[config.mk]
export PLATFORM = sky130hd
export DESIGN_NAME = pipe_reg_chain
export DESIGN_NICKNAME = d
export VERILOG_FILES = /design/src/rtl/pipe_pkg.sv /design/src/rtl/pipe_skid_stage.sv /design/src/rtl/pipe_reg_chain.sv
export SDC_FILE = /design/constraint.sdc
export NUM_CORES = 1
export LEC_CHECK = 0
export ABC_CLOCK_PERIOD_IN_PS = 6500
export BUFFER_PORTS_ARGS = -buffer_cell sky130_fd_sc_hd__buf_2
export CAP_MARGIN = 20
export CORE_MARGIN = 8
export CORE_UTILIZATION = 50
export DETAILED_ROUTE_END_ITERATION = 7
export PLACE_DENSITY = 0.71
export SYNTH_ARGS = -nofsm -noshare
export SYNTH_HDL_FRONTEND = slang
export SYNTH_SLANG_ARGS = --single-unit
[constraint.sdc]
create_clock -name i_clk -period 6.5 [get_ports i_clk]
set_input_delay 0.65 -clock i_clk [delete_from_list [all_inputs] [get_ports i_clk]]
set_output_delay 0.65 -clock i_clk [all_outputs]
set_load 0.005 [all_outputs]
[src/rtl/pipe_pkg.sv]
// Shared definitions for the registered valid/ready pipeline chain:
// stage state encoding, occupancy-count width helper and default reset value.
package pipe_pkg;

  typedef enum logic [1:0] {
    ST_EMPTY = 2'd0,
    ST_HALF  = 2'd1,
    ST_FULL  = 2'd2
  } stage_state_e;

  localparam logic [31:0] DEFAULT_RESET_VALUE = '0;

  // Occupancy ranges over 0..2*num_stages inclusive.
  function automatic int unsigned cnt_width(input int unsigned num_stages);
    return $clog2(2 * num_stages + 1);
  endfunction

endpackage

[src/rtl/pipe_skid_stage.sv]
// One skid-buffer stage: main + skid entry, ready driven straight from a flop
// so there is no combinational path from downstream ready to upstream ready.
module pipe_skid_stage
  import pipe_pkg::*;
#(
  parameter int unsigned           DATA_WIDTH  = 32,
  parameter logic [DATA_WIDTH-1:0] RESET_VALUE = '0
) (
  input  logic                  i_clk,
  input  logic                  i_rst,
  input  logic                  i_flush,
  input  logic                  i_valid,
  output logic                  o_ready,
  input  logic [DATA_WIDTH-1:0] i_data,
  output logic                  o_valid,
  input  logic                  i_ready,
  output logic [DATA_WIDTH-1:0] o_data
);

  stage_state_e          state_q, state_d;
  logic [DATA_WIDTH-1:0] main_q, main_d;
  logic [DATA_WIDTH-1:0] skid_q, skid_d;
  logic                  ready_q;
  logic                  in_fire, out_fire;

  assign o_valid  = (state_q != ST_EMPTY);
  assign o_data   = main_q;
  assign o_ready  = ready_q;
  assign in_fire  = i_valid && ready_q;
  assign out_fire = o_valid && i_ready;

  always_comb begin
    state_d = state_q;
    main_d  = main_q;
    skid_d  = skid_q;
    case (state_q)
      ST_EMPTY: begin
        if (in_fire) begin
          state_d = ST_HALF;
          main_d  = i_data;
        end
      end
      ST_HALF: begin
        if (in_fire && out_fire) begin
          main_d = i_data;
        end else if (in_fire) begin
          state_d = ST_FULL;
          skid_d  = i_data;
        end else if (out_fire) begin
          state_d = ST_EMPTY;
        end
      end
      ST_FULL: begin
        if (out_fire) begin
          state_d = ST_HALF;
          main_d  = skid_q;
        end
      end
      default: state_d = ST_EMPTY;
    endcase
    if (i_flush) begin
      state_d = ST_EMPTY;
      main_d  = RESET_VALUE;
      skid_d  = RESET_VALUE;
    end
  end

  // Ready is registered from the next state so it mirrors !skid_valid.
  always_ff @(posedge i_clk or posedge i_rst) begin
    if (i_rst) begin
      state_q <= ST_EMPTY;
      main_q  <= RESET_VALUE;
      skid_q  <= RESET_VALUE;
      ready_q <= 1'b1;
    end else begin
      state_q <= state_d;
      main_q  <= main_d;
      skid_q  <= skid_d;
      ready_q <= (state_d != ST_FULL);
    end
  end

endmodule

[src/rtl/pipe_reg_chain.sv]
// NUM_STAGES skid stages in series with a registered occupancy counter;
// flush clears every in-flight word on the next edge.
module pipe_reg_chain
  import pipe_pkg::*;
#(
  parameter int unsigned           DATA_WIDTH  = 32,
  parameter int unsigned           NUM_STAGES  = 2,
  parameter logic [DATA_WIDTH-1:0] RESET_VALUE = DATA_WIDTH'(DEFAULT_RESET_VALUE),
  parameter int unsigned           CNT_WIDTH   = cnt_width(NUM_STAGES)
) (
  input  logic                  i_clk,
  input  logic                  i_rst,
  input  logic                  i_flush,
  input  logic                  i_valid,
  output logic                  o_ready,
  input  logic [DATA_WIDTH-1:0] i_data,
  output logic                  o_valid,
  input  logic                  i_ready,
  output logic [DATA_WIDTH-1:0] o_data,
  output logic [CNT_WIDTH-1:0]  o_count
);

  localparam logic [CNT_WIDTH-1:0] CNT_MAX = CNT_WIDTH'(2 * NUM_STAGES);

  logic                  chain_valid [NUM_STAGES+1];
  logic                  chain_ready [NUM_STAGES+1];
  logic [DATA_WIDTH-1:0] chain_data  [NUM_STAGES+1];
  logic                  up_fire, dn_fire;
  logic [CNT_WIDTH-1:0]  count_q;

  assign chain_valid[0]          = i_valid;
  assign chain_data[0]           = i_data;
  assign o_ready                 = chain_ready[0];
  assign chain_ready[NUM_STAGES] = i_ready;
  assign o_valid                 = chain_valid[NUM_STAGES];
  assign o_data                  = chain_data[NUM_STAGES];

  for (genvar g = 0; g < NUM_STAGES; g++) begin : g_stage
    pipe_skid_stage #(
      .DATA_WIDTH (DATA_WIDTH),
      .RESET_VALUE(RESET_VALUE)
    ) u_stage (
      .i_clk  (i_clk),
      .i_rst  (i_rst),
      .i_flush(i_flush),
      .i_valid(chain_valid[g]),
      .o_ready(chain_ready[g]),
      .i_data (chain_data[g]),
      .o_valid(chain_valid[g+1]),
      .i_ready(chain_ready[g+1]),
      .o_data (chain_data[g+1])
    );
  end

  assign up_fire = i_valid && o_ready;
  assign dn_fire = o_valid && i_ready;
  assign o_count = count_q;

  always_ff @(posedge i_clk or posedge i_rst) begin
    if (i_rst) begin
      count_q <= '0;
    end else if (i_flush) begin
      count_q <= '0;
    end else if (up_fire && !dn_fire && (count_q != CNT_MAX)) begin
      count_q <= count_q + CNT_WIDTH'(1);
    end else if (dn_fire && !up_fire && (count_q != '0)) begin
      count_q <= count_q - CNT_WIDTH'(1);
    end
  end

endmodule

* Word level (Yosys, flattened, before mapping) *
Index checks and enable logic that the tools add are counted.

word-level totals
  output and inout bits = 37
  bits of input ports = 37
  word-level logic and storage cells = 86
  flip-flop bits (word level) = 137

cells by class
  mux-type cells = 33
  equal/unequal tests = 15
  $add $sub $neg = 2
  reduce and logical (&&, ||, !) cells = 27

operator list
  cell                   number
  $mux W32               14
  $pmux W32 S3           2
  $mux W2                12
  $ne A3 B2 Y1 const B   4
  $pmux W2 S3            2
  $reduce_bool A2 Y1     6
  $logic_and A1 B1 Y1    9
  $mux W3                3
  $ne A3 B3 Y1 const B   3
  $ne A2 B2 Y1 const B   4
  $reduce_and A4 Y1      2
  $reduce_bool A4 Y1     2
  $reduce_and A3 Y1      2
  $reduce_bool A3 Y1     2
  $eq A2 B1 Y1 const B   2
  $eq A2 B2 Y1 const B   2
  $logic_not A2 Y1       2
  $add A3 B1 Y3 const B  1
  $sub A3 B1 Y3 const B  1
  $logic_not A1 Y1       2

* Longest topological paths before layout *
Gate-level depths: netlist of the first run.

  depth after elaboration = 8
  gate-level depth with buffers = 8
  mapped depth without buffers = 6

* By module *
From an unflattened synthesis of the first run, not the netlist that was laid out.

second synthesis, totals
  cells, all modules = 658
  area total of the unflattened synthesis = 6,886.6 µm²

modules (own cells, without submodules)
  module           area an instance (µm²)  seq. area each (µm²)  cells each  instances
  pipe_skid_stage  3,319.4                 1,677.9               316         2
  pipe_reg_chain   247.7                   75.1                  26          1

* Least setup slack after synthesis of the first run *
OpenSTA, ideal clock, no wires.

  kind = input to register
  start = input port i_valid
  end = register count_q[2], in the netlist o_count[2]
  buffers on the path = 1
  cell stages on the path = 7
  slack = 3,955 ps
  arrival time = 2,421 ps
  cells stage by stage = nand2_1 clkbuf_1 a211oi_1 fa_1 or4_1 and3_1 o31a_1

on the way
  cells in the longest elaborated chain, start to end = 5

RTL lines
  item                                                            RTL line                                    RTL
  start: declaration                                              pipe_reg_chain.sv:14                        input logic i_valid,
  $logic_and A1 B1 Y1 (*)                                         pipe_reg_chain.sv:55                        assign up_fire = i_valid && o_ready;
  $logic_and A1 B1 Y1 / $logic_not A1 Y1 (equally long branches)  pipe_reg_chain.sv:64, pipe_reg_chain.sv:66
  $logic_and A1 B1 Y1, on equally long branches                   pipe_reg_chain.sv:64, pipe_reg_chain.sv:66
  $mux W3 / $logic_and A1 B1 Y1 (equally long branches)           pipe_reg_chain.sv:64, pipe_reg_chain.sv:66
  $mux W3 / $reduce_bool A3 Y1 (equally long branches)            --
  end signal: assignment                                          pipe_reg_chain.sv:65                        count_q <= count_q + CNT_WIDTH'(1);
  end signal: assignment                                          pipe_reg_chain.sv:67                        count_q <= count_q - CNT_WIDTH'(1);
  end: declaration                                                pipe_reg_chain.sv:29                        logic [CNT_WIDTH-1:0] count_q;

Every way passes the cells marked *; elsewhere a longest branch is shown, timed or not.
A chain may end at the register's enable or synchronous reset.

* Final worst setup path of the first run *
  start = register g_stage[1].u_stage.state_q[1]
  end = register count_q[2], in the netlist o_count[2]

on the way
  cells in the longest elaborated chain, start to end = 7

RTL lines
  item                               RTL line               RTL
  start: declaration                 pipe_skid_stage.sv:20  stage_state_e state_q, state_d;
  start signal: assignment           pipe_skid_stage.sv:76  state_q <= state_d;
  $reduce_bool A2 Y1 (*)             pipe_skid_stage.sv:26  assign o_valid = (state_q != ST_EMPTY);
  $logic_and A1 B1 Y1 (*)            pipe_reg_chain.sv:56   assign dn_fire = o_valid && i_ready;
  $logic_not A1 Y1                   pipe_reg_chain.sv:64   end else if (up_fire && !dn_fire && (count_q != CNT_MAX)) begin
  $logic_and A1 B1 Y1 (2 in series)  pipe_reg_chain.sv:64
  $mux W3                            pipe_reg_chain.sv:64
  $mux W3                            pipe_reg_chain.sv:62   end else if (i_flush) begin

Marks and branches as above.

==> impl_results.md, run 1 <==
* Result of the run: finished, final reports clean
* Largest net degree at the start of global routing at 87
* Commonest non-fill, non-tap cell in the layout: sky130_fd_sc_hd__nand2_1
* Number of synthesized register bits at 137
* Critical path endpoint category: flip-flop
* Highest Clock Rate at between 0.4 and 0.5 GHz
* Actual transition at the worst max-transition pin at between 0.9 and 1 ns
* Filler Cells Inserted at 1,075
* Switching Power at roughly 0.00048 W
* Hold buffers post-CTS at 0
* Vias post-DR at 4,776
* Sequential cell area at 3431 sq um
* Leading cell types in the layout, fill and taps excluded: 164 x sky130_fd_sc_hd__nand2_1, 135 x sky130_fd_sc_hd__dfrtp_1, 72 x sky130_fd_sc_hd__buf_2
* DP Area at approximately 6600 sq um
* Final worst clock skew at 0.007449 ns
* Final setup TNS at 0 ns
* Wire length per cell at 17.39 um
* Layout-stage area growth over the synthesis result at 14.61%
* RSZ-0062 raised after global routing: false
* Fin crit period at 2.492 ns
* Arrival time of the worst setup path at 2.79 ns
* Share of the cycle needed by the critical path after routing at 0.3835
* Final weighted congestion in routability-driven placement at between 0.8 and 0.9
* Most used flip-flop cell after synthesis: sky130_fd_sc_hd__dfrtp_1
* P_leak at 3.484 nW
* P per Cell Area at around 300 nW/um^2
* Final count of hold timing violations at 0
* Buffers from clock root to sink, at most at 2
* Total inserted antenna cells at 0
* Violation count after the first detailed-routing iteration at 445
* Data required time at the worst endpoint at 6.80 ns
* Overall die area at 16,650 sq um
* Number of placement rows at 41
* CP Max Fanout at 10
* Die width at between 100 and 150 um
* Multi-input combinational cell area at ~2500 sq um
* Sequential power share at 0.413
* Worst IR Drop VDD at 141.7 uV
* Depth of the CTS H-tree at 4
* Max stage delay on crit path at approximately 0.53 ns
* Total wirelength of the detailed-routed design at 14,890 um
* Finished Cell Area at 7321 sq um
* Final net count at 709
* Setup Fix Bufs, Post-CTS at 0
* Post-DRT Antenna Nets at 0
* Post-Syn Area at 6387 sq um
* Part of the Yosys area used for sequential elements at 0.5371
* # resized after CTS at 0
* CTS tree: built
* Comb power frac at 0.065
* Port bufs at 73
* Critical path launch point type: flip-flop
* Unique masters post-synth at between 40 and 50
* Area inside the core boundary at 12,570 sq um
* Worst setup path class: reg2reg
* Max-cap violation count at 0
* Initial core utilization at 0.5082
* Proportion of register bits with asynchronous set or reset after synthesis at 1.000
* DP Wirelength at ~9400 um
* Hold Path Class: in2async
* Clock Root Buffer: sky130_fd_sc_hd__clkbuf_16
* Final Setup Violations at 0
* Worst path slowest cell: sky130_fd_sc_hd__or4_1
* Count of yosys warnings during synthesis at 0
* Via count of the first global-routing pass at roughly 4.8k
* Initial antenna violation count at 0
* Part of the power in the clock network at 0.522
* Boundary pin count at 74
* Slew headroom at 0.3686
* Initial DRT Pass Iterations at 5
* Gr ovfl total at 0
* Number of enable-type register cells in the synthesized netlist at 0
* Post-synthesis net count at 687
* Number of buffers created by CTS at 17
* Sink Count at 137
* Cells after Synth at 649
* Remaining routing DRC violations at 0
* Slew Viols, Final at 0
* CP Cell Sequence: o21a_1, a211oi_1, fa_1, or4_1, and3_1, o31a_1
* Clock insertion delay at the later pin of the skew report at 0.42 ns
* Mean area per synthesized cell at 9.842 sq um
* Die Ht at 129.0 um
* Fraction of layout instances using a drive strength above 1 at 0.1959
* Clock transition at path regs at 0.06 ns
* Vias per cell at roughly 5.6
* GRT Resource Usage Total at 0.1883
* Internal power at 0.001729 W
* Switching share of power at 0.2161
* Global-route wire length before repair at 24,630 um
synth_stat cells (2+ instances only):
cell / number / area (sq um)
sky130_fd_sc_hd__nor2b_1: 4 / 25.02
sky130_fd_sc_hd__nor2_1: 37 / 138.9
sky130_fd_sc_hd__a21oi_1: 67 / 335.3
sky130_fd_sc_hd__buf_6: 2 / 22.52
sky130_fd_sc_hd__dfstp_2: 2 / 52.55
sky130_fd_sc_hd__o221a_1: 5 / 56.30
sky130_fd_sc_hd__o211ai_1: 2 / 15.01
sky130_fd_sc_hd__o311ai_0: 2 / 17.52
sky130_fd_sc_hd__o31ai_1: 32 / 240.2
sky130_fd_sc_hd__mux2i_1: 48 / 480.5
sky130_fd_sc_hd__inv_1: 6 / 22.52
sky130_fd_sc_hd__nand3_1: 4 / 20.02
sky130_fd_sc_hd__clkbuf_1: 23 / 86.33
sky130_fd_sc_hd__o21a_1: 2 / 15.01
sky130_fd_sc_hd__dfrtp_1: 135 / 3378
sky130_fd_sc_hd__buf_2: 21 / 105.1
sky130_fd_sc_hd__o2bb2ai_1: 16 / 140.1
sky130_fd_sc_hd__o221a_2: 11 / 123.9
sky130_fd_sc_hd__nand2b_1: 4 / 25.02
sky130_fd_sc_hd__xnor2_1: 2 / 17.52
sky130_fd_sc_hd__nand2_1: 164 / 615.6
sky130_fd_sc_hd__and3_1: 4 / 25.02
sky130_fd_sc_hd__buf_4: 32 / 240.2
sky130_fd_sc_hd__nor3_1: 4 / 20.02
sky130_fd_sc_hd__o21ai_0: 3 / 15.01
cell families after synthesis:
logic type / count (synthesis) / synth area share
fa+ha+maj: 1 / 0.003134
compound gates: 147 / 0.1618
flops: 137 / 0.5371
mux: 48 / 0.07522
xor+xnor: 2 / 0.002743
buf+inv: 85 / 0.07522
simple gates: 229 / 0.1448
layout make-up:
cell class / instances / area share
inverter: 6 / 0.003760
tap: 172 / 0.02940
clock buffer: 17 / 0.05811
sequential: 137 / 0.4686
clock inverter: 15 / 0.03794
multi-input combinational: 427 / 0.3399
timing repair buffer: 82 / 0.06221
per-stage QoR:
step           hold WS [ns]  utilization  total power [W]  instances  worst slack (ns)
5_1_grt              0.3541       0.5825         0.002278        856             3.892
4_1_cts              0.3150       0.5797         0.002220        854             4.055
3_5_place_dp         0.4743       0.5237         0.001070        822             3.752
3_3_place_gp         0.4692       0.5237         0.001064        822             3.866
6_report             0.3015       0.5825         0.002206        856             4.008
2_1_floorplan        0.4573            -         0.001025        649             2.186
metal layers:
layer  up-vias  wire length (um)  global-route usage
met5         -                 0                   0
met4         0               325             0.08224
met3        27               872             0.04560
met2       139              6963              0.2919
met1      2357              6726              0.2471
li1       2253                 -                   -
flip-flops by register name, summed over array words and instances (netlist names):
| signal | count |
|---|---|
| g_stage.u_stage.skid_q | 64 |
| g_stage.u_stage.o_ready | 2 |
| g_stage.u_stage.o_data | 64 |
| g_stage.u_stage.state_q | 4 |
| o_count | 3 |
critical path: cells and delay by family, from the launching register on:
family	cells	cell delay, ns
AOI/OAI and AO/OA	3	0.74
adders and majority gates	1	0.43
DFF	1	0.49
and+or+nand+nor	2	0.72
power by group through the flow:
stage	sequential (W)	combinational [W]	clock (W)
floorplan	0.000915	0.000109	0
finish	0.000911	0.000144	0.00115
global route	0.000914	0.000162	0.00120
detailed placement	0.000925	0.000145	0
global placement	0.000923	0.000140	0
CTS	0.000911	0.000146	0.00116
path summary, 6_finish.rpt:
path	startpoint	end	slack, ns	depth (start not counted)
worst max-delay path	g_stage[1].u_stage.state_q[1]	o_count[2]	4.01	6
worst min-delay path	i_rst	g_stage[0].u_stage.skid_q[3]	0.30	2
worst max register to register	g_stage[1].u_stage.state_q[1]	o_count[2]	4.01	6
worst min register to register	g_stage[1].u_stage.o_data[19]	g_stage[1].u_stage.o_data[19]	0.48	1
max in group asynchronous	i_rst	g_stage[0].u_stage.o_data[20]	4.85	3
min in group i_clk	i_data[13]	g_stage[0].u_stage.skid_q[13]	0.47	3
(Power assumes the default switching activity.)
==> run 2, diff against run 1 <==
ABC_AREA = 1   (was default)
ABC_CLOCK_PERIOD_IN_PS = 2220   (was 6500)
PLACE_DENSITY = 0.74   (was 0.71)
clock period = 2.22 ns   (was 6.5 ns; I/O delays follow)
==> run 2 against run 1 <==
  * First-iteration DRC count fell by 12%
  * Count of clock-buffer cells in the layout rose by 4
  * Clock skew fell by 0.00085 ns
  * Routed wire length fell by 3.3%
  * Cell count rose by 18%
  * Critical endpoint unchanged
  * Sequential power rose to 2.9 times the previous value
  * Register-to-register slack got worse by 3.7 ns
  * Cell area rose by 1.4%
  * Largest cell class unchanged
  * Clock power rose to 2.8 times the previous value
  * Critical path depth rose by 6
  * Setup slack got worse by 3.7 ns
  * Die area rose by 2.7%
==> impl_results.md, run 2 <==
* Layout-stage area growth over the synthesis result at 12.73%
* Data required time at the worst endpoint at 2.53 ns (-4.27 ns)
* Vias per cell at 5.104 (-8.5%)
* Worst hold margin at 0.005521 ns (-0.2959 ns)
* Remaining routing DRC violations at 0 (unchanged)
* Die Ht at 130.8 um (+1.4%)
* Unique masters post-synth at 28 (-33%)
* Clock Root Buffer: sky130_fd_sc_hd__clkbuf_16
* Global-route wire length before repair at 24,070 um (-2.3%)
* Number of placement rows at 42 (+2.4%)
* Slew headroom at 0.5204 (+0.1518)
* Die width at 130.8 um (+1.4%)
* Overall die area at 17,100 sq um (+2.7%)
* Filler Cells Inserted at 1,199 (+12%)
* Part of the Yosys area used for sequential elements at 0.5208 (-0.01632)
* Initial antenna violation count at 0 (unchanged)
* P per Cell Area at 859.1 nW/um^2 (+190%)
* Cell with the most instances after synthesis: sky130_fd_sc_hd__nand2_1
* Result of the run: finished, final reports clean
* Post-DRT Antenna Nets at 0 (unchanged)
* Total power of the final layout at 0.006379 W (+190%)
* RSZ-0062 raised after global routing: false
* Cells taking the most area after synthesis: sky130_fd_sc_hd__dfrtp_1 51%, sky130_fd_sc_hd__nand2_1 12%, sky130_fd_sc_hd__o21ai_0 5.4%
* Fraction of layout instances using a drive strength above 1 at 0.1649 (-0.03104)
* GRT Resource Usage Total at 0.1797 (-0.008598)
* Setup Fix Bufs, Post-CTS at 0 (unchanged)
* Clock transition at path regs at 0.06 ns (about the same)
* Fin crit period at 1.915 ns (-0.5770 ns)
* Number of enable-type register cells in the synthesized netlist at 0 (unchanged)
* Boundary pin count at 74 (unchanged)
* # resized after CTS at 0 (unchanged)
* Arrival time of the worst setup path at 2.22 ns (-0.57 ns)
* Post-synthesis net count at 830 (+21%)
* Worst path slowest cell: sky130_fd_sc_hd__dfrtp_1
* Final net count at 856 (+21%)
* Violation count after the first detailed-routing iteration at 391 (-12%)
* Final count of hold timing violations at 0 (unchanged)
* Initial core utilization at 0.5055 (-0.002741)
* Gr ovfl total at 0 (unchanged)
* CP Max Fanout at 6 (-4)
* Number of synthesized register bits at 137 (unchanged)
* Mean area per synthesized cell at 8.318 sq um (-15%)
* Actual transition at the worst max-transition pin at 0.7194 ns (-0.2277 ns)
* Max stage delay on crit path at 0.41 ns (-0.12 ns)
* Hold buffers post-CTS at 0 (unchanged)
* Leading cell types in the layout, fill and taps excluded: 218 x sky130_fd_sc_hd__nand2_1, 135 x sky130_fd_sc_hd__dfrtp_1, 86 x sky130_fd_sc_hd__inv_1
* CP Cell Sequence: inv_1, nand2_1, nand2_1, nand3_1, inv_1, fa_1, xnor2_1, inv_1, nand2_1, nand2_1, nand2_1, nand2_1
* Final worst clock skew at 0.006601 ns (-0.0008478 ns)
* Commonest non-fill, non-tap cell in the layout: sky130_fd_sc_hd__nand2_1
* Final setup TNS at 0 ns (unchanged)
* Max-cap violation count at 0 (unchanged)
* Top-area cell type share of the netlist area at 0.5128 (-0.01607)
* Highest Clock Rate at 0.5221 GHz (+30%)
* Post-route core utilization at 0.5698 (-0.01268)
* Critical path launch point type: flip-flop
* Via count of the first global-routing pass at 4,840 (+1.5%)
* Clock insertion delay at the later pin of the skew report at 0.41 ns (about the same)
* Wire length per cell at 14.30 um (-18%)
* Cell mode on critical path: sky130_fd_sc_hd__nand2_1
* Proportion of register bits with asynchronous set or reset after synthesis at 1.000 (unchanged)
* Port bufs at 73 (unchanged)
* Count of yosys warnings during synthesis at 0 (unchanged)
* Leading area contributor after synthesis: sky130_fd_sc_hd__dfrtp_1
* Post-Syn Area at 6588 sq um (+3.1%)
* Sequential cell area at 3431 sq um (unchanged)
* Vias post-DR at 5,140 (+7.6%)
* Sink Count at 137 (unchanged)
* Total inserted antenna cells at 0 (unchanged)
* Depth of the CTS H-tree at 4 (unchanged)
* Multi-input combinational cell area at 2250 sq um (-9.6%)
* CTS tree: built
* DP Wirelength at 9198 um (-1.9%)
* P_leak at 3.881 nW (+11%)
* Most used flip-flop cell after synthesis: sky130_fd_sc_hd__dfrtp_1
* Crit path setup slack, layout at 0.3046 ns (-3.703 ns)
* Total wirelength of the detailed-routed design at 14,400 um (-3.3%)
* Number of buffers created by CTS at 17 (unchanged)
* Final Setup Violations at 0 (unchanged)
* Hold Path Class: in2async
* Final weighted congestion in routability-driven placement at 0.8164 (-1.3%)
* Share of the cycle needed by the critical path after routing at 0.8628 (+0.4793)
* Pre-CTS setup slack at 0.3463 ns (-3.406 ns)
* Worst setup path class: reg2reg
* Cells after Synth at 792 (+22%)
* Slew Viols, Final at 0 (unchanged)
* Critical path endpoint category: flip-flop
* Worst IR Drop VDD at 498.0 uV (+250%)
* Initial DRT Pass Iterations at 5 (unchanged)
* Largest net degree at the start of global routing at 138 (+59%)
* Buffers from clock root to sink, at most at 2 (unchanged)
* Most common library cells after synthesis: 218 x sky130_fd_sc_hd__nand2_1, 135 x sky130_fd_sc_hd__dfrtp_1, 87 x sky130_fd_sc_hd__inv_1
* Area inside the core boundary at 13,030 sq um (+3.7%)
==> run 2: cell type report <==
class	instances	area share
Tap cell	176	0.02965
Sequential cell	137	0.4620
Clock inverter	11	0.02915
Inverter	91	0.04650
Clock buffer	21	0.06335
Timing Repair Buffer	85	0.06639
Multi-Input combinational cell	486	0.3029
==> run 2: metal layers <==
metal	up-vias	wire (um)	global-route usage
li1	2551	-	-
met1	2420	7178	0.2633
met2	151	6235	0.2498
met3	18	775	0.05276
met4	0	208	0.05537
met5	-	0	0
==> run 2: cells by family (layout without fill, tap and decap cells) <==
family	after synthesis	count (layout)	synth area share
AO/OA/AOI/OAI	130	130	0.1077
XOR/XNOR	1	1	0.001330
adder cells (fa/ha/maj)	1	1	0.003039
buffers and inverters	169	208	0.1377
flip-flops	137	137	0.5208
AND/OR/NAND/NOR	354	354	0.2294
==> run 2: power by group <==
| part | internal [W] | leakage [nW] | switching (W) |
|---|---|---|---|
| Combinational | 0.000171 | 1.69 | 0.000350 |
| Clock | 0.00220 | 0.326 | 0.00103 |
| Sequential | 0.00258 | 1.86 | 0.0000451 |
| Total | 0.00495 | 3.88 | 0.00143 |
==> run 2: worst max-delay path: cells and delay by family (launching register included) <==
kind	cells	cell delay, ns
buf+inv	3	0.23
fa+ha+maj	1	0.38
simple gates	7	0.57
flops	1	0.41
xor+xnor	1	0.20
==> run 2: path summary, 6_finish.rpt <==
kind / startpoint / cells after the start / to / slack, ns
setup / recovery: g_stage[1].u_stage.state_q[1] / 12 / o_count[2] / 0.30
hold / removal: i_rst / 3 / g_stage[1].u_stage.o_data[5] / 0.006
setup reg to reg: g_stage[1].u_stage.state_q[1] / 12 / o_count[2] / 0.30
hold reg to reg: g_stage[1].u_stage.o_data[6] / 2 / g_stage[1].u_stage.o_data[6] / 0.46
max in group asynchronous: i_rst / 3 / g_stage[0].u_stage.o_data[20] / 1.67
min in group i_clk: i_data[16] / 3 / g_stage[0].u_stage.skid_q[16] / 0.02
==> run 2: per-stage QoR <==
stage               instance area (sq um)  cells
detailed placement                   6739    975
global placement                     6739    975
floorplan                            6591    792
CTS                                  7426   1007
global route                         7426   1007
finish                               7426   1007
==> run 3, diff against run 2 <==
CORE_UTILIZATION = 53   (was 50)
PLACE_DENSITY = 0.77   (was 0.74)
==> run 3 against run 2 <==
  * Setup slack better by 0.051 ns
  * Fmax increased by 2.8%
  * Sequential share of layout area rose by 0.92 points
  * Sequential cell count unchanged
  * Utilization grew 3.4 points
  * First-iteration DRC count rose by 5.1%
  * Die area decreased by 5.0%
  * Clock power down 15%
  * Global-route usage is essentially flat
  * Routed wire length fell by 1.6%
  * Non-clock buffer count decreased by 1
==> impl_results.md, run 3 (same netlist as run 2, synthesis figures left out) <==
* P_leak at 3.832 nW (-1.2%)
* Clock transition at path regs at 0.06 ns (about the same)
* Vias per cell at 5.128 (+0.47%)
* Slew Viols, Final at 0 (unchanged)
* GRT Resource Usage Total at 0.1794 (-0.0002546)
* Actual transition at the worst max-transition pin at 0.7260 ns (+0.006597 ns)
* Result of the run: finished, final reports clean
* Worst setup path class: reg2reg
* CP Max Fanout at 6 (unchanged)
* CTS tree: built
* Part of the power in the clock network at 0.465 (-0.041)
* Final worst clock skew at 0.005851 ns (-0.0007501 ns)
* Total wirelength of the detailed-routed design at 14,160 um (-1.6%)
* Final Setup Violations at 0 (unchanged)
* Arrival time of the worst setup path at 2.17 ns (-0.05 ns)
* Final setup TNS at 0 ns (unchanged)
* Number of buffers created by CTS at 17 (unchanged)
* Hold-critical path endpoint: g_stage[0].u_stage.skid_q[16]
* Port bufs at 73 (unchanged)
* Startpoint of the worst register-to-register path: g_stage[1].u_stage.state_q[1]
* Comb power frac at 0.087 (+0.005)
* Share of the cycle needed by the critical path after routing at 0.8397 (-0.02310)
* Switching Power at 0.001367 W (-4.3%)
* Switching share of power at 0.2325 (+0.008459)
* Max-cap violation count at 0 (unchanged)
* DP Wirelength at 9123 um (-0.81%)
* Final net count at 855 (-0.12%)
* Clock insertion delay at the later pin of the skew report at 0.41 ns (about the same)
* Post-DRT Antenna Nets at 0 (unchanged)
* Sink Count at 137 (unchanged)
* Via count of the first global-routing pass at 4,863 (+0.48%)
* Depth of the CTS H-tree at 4 (unchanged)
* Filler Cells Inserted at 1,067 (-11%)
* Critical path endpoint category: flip-flop
* Critical path launch point type: flip-flop
* Slew headroom at 0.5160 (-0.004398)
* Hold Path Class: in2reg
* # resized after CTS at 0 (unchanged)
* Hold buffers post-CTS at 0 (unchanged)
* Hold Crit Start: i_data[16]
* Commonest non-fill, non-tap cell in the layout: sky130_fd_sc_hd__nand2_1
* Wire length per cell at 14.19 um (-0.75%)
* Overall die area at 16,250 sq um (-5.0%)
* Die Ht at 127.5 um (-2.5%)
* P per Cell Area at 807.6 nW/um^2 (-6.0%)
* Largest net degree at the start of global routing at 138 (unchanged)
* Global-route wire length before repair at 23,630 um (-1.8%)
* Worst IR Drop VDD at 399.3 uV (-20%)
* Worst hold margin at 0.01495 ns (+0.009431 ns)
* Fraction of layout instances using a drive strength above 1 at 0.1614 (-0.003416)
* Initial DRT Pass Iterations at 6 (+1)
* Layout-stage area growth over the synthesis result at 10.52%
* Gr ovfl total at 0 (unchanged)
* Vias post-DR at 5,118 (-0.43%)
* Total inserted antenna cells at 0 (unchanged)
* FF-to-FF path depth at 12 (unchanged)
* Remaining routing DRC violations at 0 (unchanged)
* Die width at 127.5 um (-2.5%)
* Sequential power share at 0.447 (+0.035)
* Internal power at 0.004513 W (-8.8%)
* Initial antenna violation count at 1 (+1)
* Buffers from clock root to sink, at most at 2 (unchanged)
* Setup Fix Bufs, Post-CTS at 0 (unchanged)
* Area inside the core boundary at 12,060 sq um (-7.4%)
* Leading cell types in the layout, fill and taps excluded: 218 x sky130_fd_sc_hd__nand2_1, 135 x sky130_fd_sc_hd__dfrtp_1, 86 x sky130_fd_sc_hd__inv_1
* Final count of hold timing violations at 0 (unchanged)
* Clock Root Buffer: sky130_fd_sc_hd__clkbuf_16
* RSZ-0062 raised after global routing: false
* Violation count after the first detailed-routing iteration at 411 (+5.1%)
* Highest Clock Rate at 0.5364 GHz (+2.8%)
* Data required time at the worst endpoint at 2.52 ns (about the same)
* Number of placement rows at 40 (-4.8%)
* Fin crit period at 1.864 ns (-0.05128 ns)
* Register-to-register setup slack at 0.36 ns (+0.05 ns)
* Boundary pin count at 74 (unchanged)
* Final weighted congestion in routability-driven placement at 0.7788 (-4.6%)
* Min-Delay Path Depth at 3
* Critical register-to-register path endpoint: o_count[2]
* Initial core utilization at 0.5462 (+0.04069)
==> run 3: cell count changes in the layout (fill, tap and decap cells not counted) <==
cell	previous run	this run
sky130_fd_sc_hd__clkinv_4	1	0
sky130_fd_sc_hd__bufinv_16	6	2
sky130_fd_sc_hd__clkinv_2	1	5
sky130_fd_sc_hd__clkinvlp_4	4	2
sky130_fd_sc_hd__clkbuf_8	3	4
sky130_fd_sc_hd__buf_12	3	1
sky130_fd_sc_hd__clkbuf_1	1	3
sky130_fd_sc_hd__buf_4	9	10
==> run 3: worst max-delay path by stage <==
| stage | from | to | slack (ns) | depth (start not counted) |
|---|---|---|---|---|
| 3_3_place_gp | g_stage[1].u_stage.state_q[1] | o_count[2] | 0.44 | 12 |
| 2_1_floorplan | i_rst | g_stage[0].u_stage.o_data[0] | 0.29 | 1 |
| 3_5_place_dp | g_stage[1].u_stage.state_q[1] | o_count[2] | 0.37 | 12 |
| 4_1_cts | g_stage[1].u_stage.state_q[1] | o_count[2] | 0.36 | 12 |
| 6_report | g_stage[1].u_stage.state_q[1] | o_count[2] | 0.36 | 12 |
| 5_1_grt | o_count[1] | o_count[2] | 0.13 | 11 |
==> run 3: layer usage <==
layer,share of wire,routed length [um],GRT usage,up-vias
li1,-,-,-,2554
met1,0.48,6808,0.2546,2393
met2,0.44,6276,0.2624,147
met3,0.062,878,0.04243,22
met4,0.013,185,0.06298,2
met5,0.00092,13,0,-
==> run 3: metrics by stage <==
step / total power, W / cell area, sq um / cells / utilization / setup slack (ns)
3_5_place_dp: 0.003184 / 6696 / 966 / 0.5552 / 0.3728
5_1_grt: 0.006118 / 7281 / 998 / 0.6036 / 0.1330
6_report: 0.005880 / 7281 / 998 / 0.6036 / 0.3559
3_3_place_gp: 0.003172 / 6696 / 966 / 0.5552 / 0.4390
2_1_floorplan: 0.003061 / 6591 / 792 / - / 0.2925
4_1_cts: 0.005925 / 7281 / 998 / 0.6036 / 0.3568
==> run 3: power by group through the flow <==
stage	combinational (W)	sequential, W	clock, W
final	0.000514	0.00263	0.00274
after global routing	0.000595	0.00264	0.00288
after CTS	0.000520	0.00263	0.00277
after detailed placement	0.000511	0.00267	0
after global placement	0.000505	0.00267	0
after floorplan	0.000396	0.00267	0
==> run 3: layout make-up <==
cell class | count | area, sq um | area share
clock buffer | 24 | 491.7 | 0.06754
clock inverter | 8 | 92.59 | 0.01272
inverter | 91 | 345.3 | 0.04743
multi-input combinational | 486 | 2250 | 0.3090
sequential | 137 | 3431 | 0.4712
tap | 168 | 210.2 | 0.02887
timing repair buffer | 84 | 460.4 | 0.06324
==> run 3: worst max-delay path, cell delays in order, from the launching register on <==
cell,delay (ns)
sky130_fd_sc_hd__dfrtp_1,0.42
sky130_fd_sc_hd__inv_1,0.08
sky130_fd_sc_hd__nand2_1,0.09
sky130_fd_sc_hd__nand2_1,0.08
sky130_fd_sc_hd__nand3_1,0.17
sky130_fd_sc_hd__inv_1,0.08
sky130_fd_sc_hd__fa_1,0.37
sky130_fd_sc_hd__xnor2_1,0.18
sky130_fd_sc_hd__inv_1,0.06
sky130_fd_sc_hd__nand2_1,0.06
sky130_fd_sc_hd__nand2_1,0.05
sky130_fd_sc_hd__nand2_1,0.06
sky130_fd_sc_hd__nand2_1,0.04
